## src/rtl/mdu_pkg.sv

```systemverilog
// Shared RV32M op encodings, FSM state type and operand helpers for the mdu.
// MDU_FAST_MUL_EN adds the MUL2 state used by the single-step multiplier path.
package mdu_pkg;

  localparam int XLEN_C = 32;

  localparam logic [2:0] MDU_OP_MUL    = 3'd0;
  localparam logic [2:0] MDU_OP_MULH   = 3'd1;
  localparam logic [2:0] MDU_OP_MULHSU = 3'd2;
  localparam logic [2:0] MDU_OP_MULHU  = 3'd3;
  localparam logic [2:0] MDU_OP_DIV    = 3'd4;
  localparam logic [2:0] MDU_OP_DIVU   = 3'd5;
  localparam logic [2:0] MDU_OP_REM    = 3'd6;
  localparam logic [2:0] MDU_OP_REMU   = 3'd7;

  typedef enum logic [2:0] {
    ST_IDLE = 3'd0,
    ST_CALC = 3'd1,
    ST_SIGN = 3'd2,
    ST_DONE = 3'd3
`ifdef MDU_FAST_MUL_EN
    , ST_MUL2 = 3'd4
`endif
  } mdu_state_t;

  function automatic logic [XLEN_C-1:0] neg2c(input logic [XLEN_C-1:0] v);
    return ~v + {{(XLEN_C-1){1'b0}}, 1'b1};
  endfunction

endpackage

```

## src/rtl/mdu_div_core.sv

```systemverilog
// Restoring divider datapath: one quotient bit per step, operands unsigned, 1-cycle step.
// No handshake; the mdu FSM drives load/step and reads quo/rem when it is done.
module mdu_div_core
  import mdu_pkg::*;
(
  input  logic              clk,
  input  logic              rstn,
  input  logic              load,
  input  logic              step,
  input  logic [XLEN_C-1:0] dividend,
  input  logic [XLEN_C-1:0] divisor,
  output logic [XLEN_C-1:0] quo,
  output logic [XLEN_C-1:0] rem
);

  logic [XLEN_C-1:0] quo_q, quo_d;
  logic [XLEN_C-1:0] rem_q, rem_d;
  logic [XLEN_C:0]   shifted;
  logic              fits;

  always_comb begin
    shifted = {rem_q, quo_q[XLEN_C-1]};
    fits    = (shifted >= {1'b0, divisor});
    quo_d   = quo_q;
    rem_d   = rem_q;
    if (load) begin
      quo_d = dividend;
      rem_d = '0;
    end else if (step) begin
      // A successful subtract always leaves a value below the divisor, so 32 bits hold it.
      rem_d = fits ? (shifted[XLEN_C-1:0] - divisor) : shifted[XLEN_C-1:0];
      quo_d = {quo_q[XLEN_C-2:0], fits};
    end
  end

  always_ff @(posedge clk or negedge rstn) begin
    if (!rstn) begin
      quo_q <= '0;
      rem_q <= '0;
    end else begin
      quo_q <= quo_d;
      rem_q <= rem_d;
    end
  end

  assign quo = quo_q;
  assign rem = rem_q;

endmodule

```

## src/rtl/mdu.sv

```systemverilog
// Iterative RV32M mul/div: 34 edges to out_valid (1 for div special cases, 2 for MUL* with
// MDU_FAST_MUL_EN); accepts only when idle and holds C_out until out_ready; flush aborts.
module mdu
  import mdu_pkg::*;
#(
  parameter int XLEN = 32
) (
  input  logic            clk,
  input  logic            rstn,
  input  logic            in_valid,
  output logic            in_ready,
  input  logic [2:0]      MDUOp,
  input  logic [XLEN-1:0] A,
  input  logic [XLEN-1:0] B,
  input  logic            flush,
  output logic            out_valid,
  input  logic            out_ready,
  output logic [XLEN-1:0] C_out,
  output logic            busy
);

  mdu_state_t  state_q, state_d;
  logic [4:0]  cnt_q, cnt_d;
  logic [2:0]  op_q, op_d;
  logic [31:0] a_q, a_d, b_q, b_d;
  logic        neg_q, neg_d;
  logic [63:0] prod_q, prod_d;
  logic [31:0] c_out_q, c_out_d;
  logic        out_valid_q, out_valid_d;

  logic        accept, a_sgn, b_sgn, neg_in, div_zero, div_ovf;
  logic [31:0] a_in, b_in, special_res, div_quo, div_rem, div_word, div_res, mul_word;
  logic [32:0] mul_sum;
  logic [63:0] mul_full;

  assign accept = in_valid & (state_q == ST_IDLE) & ~flush;

  always_comb begin
    a_sgn = (MDUOp == MDU_OP_MULH) | (MDUOp == MDU_OP_MULHSU) |
            (MDUOp == MDU_OP_DIV)  | (MDUOp == MDU_OP_REM);
    b_sgn = (MDUOp == MDU_OP_MULH) | (MDUOp == MDU_OP_DIV) | (MDUOp == MDU_OP_REM);
    a_in  = (a_sgn & A[31]) ? neg2c(A) : A;
    b_in  = (b_sgn & B[31]) ? neg2c(B) : B;
    // Remainder follows the dividend; everything else takes the product/quotient sign.
    neg_in = (MDUOp == MDU_OP_REM) ? A[31] : ((a_sgn & A[31]) ^ (b_sgn & B[31]));
    div_zero = MDUOp[2] & (B == 32'd0);
    div_ovf  = ((MDUOp == MDU_OP_DIV) | (MDUOp == MDU_OP_REM)) &
               (A == 32'h8000_0000) & (B == 32'hFFFF_FFFF);
    if (div_zero) special_res = MDUOp[1] ? A : 32'hFFFF_FFFF;
    else          special_res = MDUOp[1] ? 32'd0 : 32'h8000_0000;
  end

  always_comb begin
    mul_sum  = {1'b0, prod_q[63:32]} + (prod_q[0] ? {1'b0, a_q} : 33'd0);
    mul_full = neg_q ? (~prod_q + 64'd1) : prod_q;
    mul_word = (op_q == MDU_OP_MUL) ? mul_full[31:0] : mul_full[63:32];
    div_word = op_q[1] ? div_rem : div_quo;
    div_res  = neg_q ? neg2c(div_word) : div_word;
  end

`ifdef MDU_FAST_MUL_EN
  logic [32:0] fa, fb;
  logic [63:0] fprod;

  always_comb begin
    fa    = {(MDUOp != MDU_OP_MULHU) & A[31], A};
    fb    = {((MDUOp == MDU_OP_MUL) | (MDUOp == MDU_OP_MULH)) & B[31], B};
    fprod = {{31{fa[32]}}, fa} * {{31{fb[32]}}, fb};
  end
`endif

  mdu_div_core u_div (
    .clk      (clk),
    .rstn     (rstn),
    .load     (accept),
    .step     ((state_q == ST_CALC) & op_q[2]),
    .dividend (a_in),
    .divisor  (b_q),
    .quo      (div_quo),
    .rem      (div_rem)
  );

  always_comb begin
    state_d     = state_q;
    cnt_d       = cnt_q;
    op_d        = op_q;
    a_d         = a_q;
    b_d         = b_q;
    neg_d       = neg_q;
    prod_d      = prod_q;
    c_out_d     = c_out_q;
    out_valid_d = 1'b0;
    case (state_q)
      ST_IDLE: begin
        if (accept) begin
          op_d   = MDUOp;
          a_d    = a_in;
          b_d    = b_in;
          neg_d  = neg_in;
          cnt_d  = 5'd0;
          prod_d = {32'd0, b_in};
          if (div_zero | div_ovf) begin
            c_out_d = special_res;
            state_d = ST_DONE;
          end
`ifdef MDU_FAST_MUL_EN
          else if (!MDUOp[2]) begin
            prod_d  = fprod;
            state_d = ST_MUL2;
          end
`endif
          else begin
            state_d = ST_CALC;
          end
        end
      end
      ST_CALC: begin
        if (!op_q[2]) prod_d = {mul_sum, prod_q[31:1]};
        cnt_d = cnt_q + 5'd1;
        if (cnt_q == 5'd31) state_d = ST_SIGN;
      end
      ST_SIGN: begin
        c_out_d = op_q[2] ? div_res : mul_word;
        state_d = ST_DONE;
      end
`ifdef MDU_FAST_MUL_EN
      ST_MUL2: begin
        c_out_d = (op_q == MDU_OP_MUL) ? prod_q[31:0] : prod_q[63:32];
        state_d = ST_DONE;
      end
`endif
      ST_DONE: begin
        // out_valid trails entry to DONE by one edge; a handshake needs it already high.
        if (out_valid_q & out_ready) state_d = ST_IDLE;
        else                         out_valid_d = 1'b1;
      end
      default: state_d = ST_IDLE;
    endcase
    if (flush) begin
      state_d     = ST_IDLE;
      cnt_d       = 5'd0;
      out_valid_d = 1'b0;
    end
  end

  always_ff @(posedge clk or negedge rstn) begin
    if (!rstn) begin
      state_q     <= ST_IDLE;
      cnt_q       <= 5'd0;
      op_q        <= 3'd0;
      a_q         <= 32'd0;
      b_q         <= 32'd0;
      neg_q       <= 1'b0;
      prod_q      <= 64'd0;
      c_out_q     <= 32'd0;
      out_valid_q <= 1'b0;
    end else begin
      state_q     <= state_d;
      cnt_q       <= cnt_d;
      op_q        <= op_d;
      a_q         <= a_d;
      b_q         <= b_d;
      neg_q       <= neg_d;
      prod_q      <= prod_d;
      c_out_q     <= c_out_d;
      out_valid_q <= out_valid_d;
    end
  end

  assign in_ready  = (state_q == ST_IDLE);
  assign busy      = (state_q != ST_IDLE);
  assign out_valid = out_valid_q;
  assign C_out     = c_out_q;

endmodule

```

## config.mk

```make
export PLATFORM = sky130hd
export DESIGN_NAME = mdu
export DESIGN_NICKNAME = d
export VERILOG_FILES = /design/src/rtl/mdu_pkg.sv /design/src/rtl/mdu_div_core.sv /design/src/rtl/mdu.sv
export SDC_FILE = /design/constraint.sdc
export NUM_CORES = 1
export LEC_CHECK = 0
export ABC_AREA = 1
export CORE_MARGIN = 10
export CORE_UTILIZATION = 30
export CTS_BUF_LIST = sky130_fd_sc_hd__clkbuf_8
export DETAILED_ROUTE_END_ITERATION = 8
export GPL_TIMING_DRIVEN = 0
export SETUP_SLACK_MARGIN = 0.4
export SYNTH_ARGS = -nofsm -noshare
export SYNTH_HDL_FRONTEND = slang
export SYNTH_HIERARCHICAL = 1
export SYNTH_SLANG_ARGS = --single-unit
```

## constraint.sdc

```tcl
create_clock -name clk -period 3.45 [get_ports clk]
set_input_delay 0.5175 -clock clk [delete_from_list [all_inputs] [get_ports clk]]
set_output_delay 0.5175 -clock clk [all_outputs]
set_load 0.005 [all_outputs]
```

==> metrics.txt <==
area of the die=around 83,000 µm²; arrival time at the worst endpoint=roughly 3.4 ns; largest fanout on the critical path=10; critical path start-end classification=primary input to flip-flop; fin crit period=2.897 ns; Highest Clock Rate=345.1 MHz; effective utilization at floorplan=30.29%; clock latency reported for the late side of the worst-skew pair=~0.68 ns; Critical Path Start=A[0]; wire length of the first global-routing pass=about 140 mm; multi-input logic area=13,270 µm²; placement row count=98; cell count after synthesis=3,613; max-slew violations=0; worst setup slack before clock tree synthesis=-0.3445 ns; worst slew pin tran=0.9293 ns; clock tree from TritonCTS=yes; synthesized area per cell=roughly 6.0 µm²; kind of start point of the critical path=primary input; most used flip-flop cell after synthesis=dfrtp_1; worst endpoint required time=3.96 ns; Clock Sinks=236; count of buffering cells on the critical path with inverters included=3; fraction of the core area covered by cells at the end of the flow=a little over a third; sum of internal, switching and leakage power=28.19 mW; aggregate global-route resource usage=22.33%; final clock period utilization by the worst path=83.98%; Total Nets Final=3,924; cell area power density=1126 nW/µm²; class of the tightest hold or removal check=primary input to async pin; Clock Tree Buf Depth=3; highest-delay cell along the critical path=clkdlybuf4s50_1; number of non-filler instances in the completed layout=around 4,800; setup violators final=0; Routed WL=96.15 mm; violation count after the first detailed-routing iteration=2,454; detailed-route via count=24,010; Leakage=around 13 nW; flop and latch count out of synthesis=236; core region area=71,610 µm²; number of distinct standard cells referenced by the synthesized netlist=53; maximum number of pins on one net before global-route repair=between 100 and 150; cells traversed along the worst timing path=clkdlybuf4s50_1, inv_1, ha_1, nand3_1, nor2_1, nand4_1, nor2_2, nand3_2, nand3_1, nand2_2, clkbuf_1, a21oi_1, a21oi_1; CTS clock-pin slew for the worst setup and hold paths=0.08 ns; area growth from synthesis to final layout=15.38%; fill count=between 8,000 and 9,000; portion of the post-synthesis area used by sequential elements=a little over a quarter; Die Wd=288.9 µm; count of antenna-violating nets left after detailed routing=0; post-DP HPWL=about 80 mm; antenna violations before repair=4; outcome=completed; ranking of synthesized cells by area=dfrtp_1 27%, nand2_1 22%, inv_1 8.7%, nand3_1 7.2%, nor2_1 6.3%; drc violations=0; number of nets produced by synthesis=around 3,800; master cell of the clock root buffer=clkbuf_8; setup repair after global routing missed its margin=true; crit-path max cell delay=0.58 ns; worst reg2reg path startpoint=state_q[1]$_DFFE_PN0P_; post-synthesis instance area=21,690 µm²; worst voltage drop across the vdd grid=between 0.0005 and 0.0006 V; number of warnings reported in the yosys synthesis log=6; number of failing hold endpoints at the final stage=0; area fraction of the dominant cell type after synthesis=between 20% and 30%; setup clock skew after layout=0.06245 ns; vias in the first global route=22,290; cell family contributing the most delay on the critical path=simple AND/OR/NAND/NOR gates; crit path capture type=flip-flop; Inserted Clock Buffers=45; leading area contributor after synthesis=dfrtp_1; number of flops mapped to enable cells by yosys=0; FF+latch area=5906 µm²; count of placed standard cells including taps=about 4,700; buffers added on ports=105; average wire per standard cell=20.22 µm; number of H-tree levels=2; share of flip-flops with an asynchronous set or reset after synthesis=100.0%; height of the die=between 200 and 300 µm; mean number of vias per cell=5.048; max-capacitance violation count=0; grt total ovfl=0; instance count on the critical path=13; layout cell share with drive strength beyond 1=6.365%; GP Congestion=1.011; total iterations of the first detailed-routing run=6; depth of the most critical reg-to-reg path=11; Relative slew margins=38.05%; number of primary I/O pins=~110; min setup slack post-route=roughly 0.55 ns
==> cell usage in the layout, fill, tap and decap left out, types with 11 or more instances in the layout <==
cell type and count:
nand2_1 1246, inv_1 511, nor2_1 364, nand3_1 310
dfrtp_1 236, o21ai_0 186, a21oi_1 136, clkdlybuf4s50_1 104
ha_1 75, clkbuf_8 56, xor2_1 53, clkbuf_1 50
nand4_1 49, o21ai_1 30, buf_2 26, nor3_1 25
xnor2_1 24, nand3b_1 23, nand2_2 22, o22ai_1 22
a22oi_1 18, inv_2 16, buf_4 15, nor2_2 15
o221ai_1 13, a31oi_1 12, buf_6 11
==> path summary, 6_finish.rpt <==
check / slack, ns / end
max reg2reg: 0.61 / u_div/quo[29]$_DFFE_PN0P_
max: 0.55 / C_out[28]$_DFFE_PN0P_
max in group asynchronous: 1.71 / a_q[27]$_DFFE_PN0P_
min: 0.39 / b_q[28]$_DFFE_PN0P_
min in group clk: 0.48 / a_q[22]$_DFFE_PN0P_
min reg2reg: 0.48 / a_q[22]$_DFFE_PN0P_
==> flip-flops by register name (all words and copies together), names as in the netlist <==
name and flops:
prod_q 64, C_out 32, a_q 32, b_q 32, u_div/quo 32, u_div/rem 32, cnt_q 5, op_q 3
state_q 2, neg_q 1, out_valid 1
==> final cells by class <==
| type | instances | share of cell area (%) |
|---|---|---|
| sequential | 236 | 23.60 |
| clock inverter | 19 | 0.5149 |
| inverter | 523 | 7.848 |
| clock buffer | 56 | 3.079 |
| tap | 950 | 4.749 |
| timing repair buffer | 114 | 4.709 |
| antenna | 3 | 0.02999 |
| multi-input combinational | 2739 | 53.01 |
| buffer | 115 | 2.460 |
==> where the power goes <==
part           total [mW]  internal [mW]  switching, mW
clock network        2.93           1.54           1.39
registers            5.52           4.06           1.46
logic                19.7           6.26           13.5
==> Yosys cell counts, types with 10 or more instances <==
cell type and count:
a21oi_1 137, a22oi_1 18, a31oi_1 12, buf_2 27, buf_6 11, clkbuf_1 61, dfrtp_1 236, ha_1 76
inv_1 503, inv_2 16, nand2_1 1248, nand2_2 20, nand3_1 311, nand3b_1 23, nand4_1 49, nor2_1 366
nor2_2 13, nor3_1 25, o211ai_1 10, o21ai_0 190, o21ai_1 31, o21bai_1 10, o221ai_1 13, o22ai_1 22
xnor2_1 24, xor2_1 53
==> cells by family (layout without fill, tap and decap cells) <==
group	Yosys count	count (layout)	share of synthesized area, %
compound gates	479	479	12.42
xor+xnor	77	77	3.109
fa+ha+maj	78	78	4.568
buf+inv	638	827	11.79
flops	236	236	27.22
mux	1	1	0.04615
other cells	0	3	0
simple gates	2104	2104	40.84
==> stage by stage <==
stage | hold slack (ns) | instance area, µm² | TNS, ns
2_1_floorplan | 0.2219 | 21690 | 0
3_3_place_gp | 0.4648 | 23930 | -2106.41
3_5_place_dp | 0.4671 | 23990 | -14.77
4_1_cts | 0.4002 | 24980 | 0
5_1_grt | 0.4364 | 25020 | 0
6_report | 0.3859 | 25030 | 0
==> routing by layer <==
| layer | vias to the layer above | GRT usage, % | part of all wire [%] |
|---|---|---|---|
| li1 | 11810 | - | - |
| met1 | 11090 | 29.71 | 44 |
| met2 | 940 | 36.08 | 45 |
| met3 | 160 | 3.064 | 6.7 |
| met4 | 4 | 8.939 | 4.0 |
| met5 | - | 0 | 0.028 |
==> what timing repair did <==
item	CTS	global route
endpoints found under the setup margin	113	88
hold endpoints to repair	52	0
hold buffers	1	0
gates resized for setup	14	24
pin swaps	2	3
buffers inserted	4	2
(Power assumes the default switching activity.)
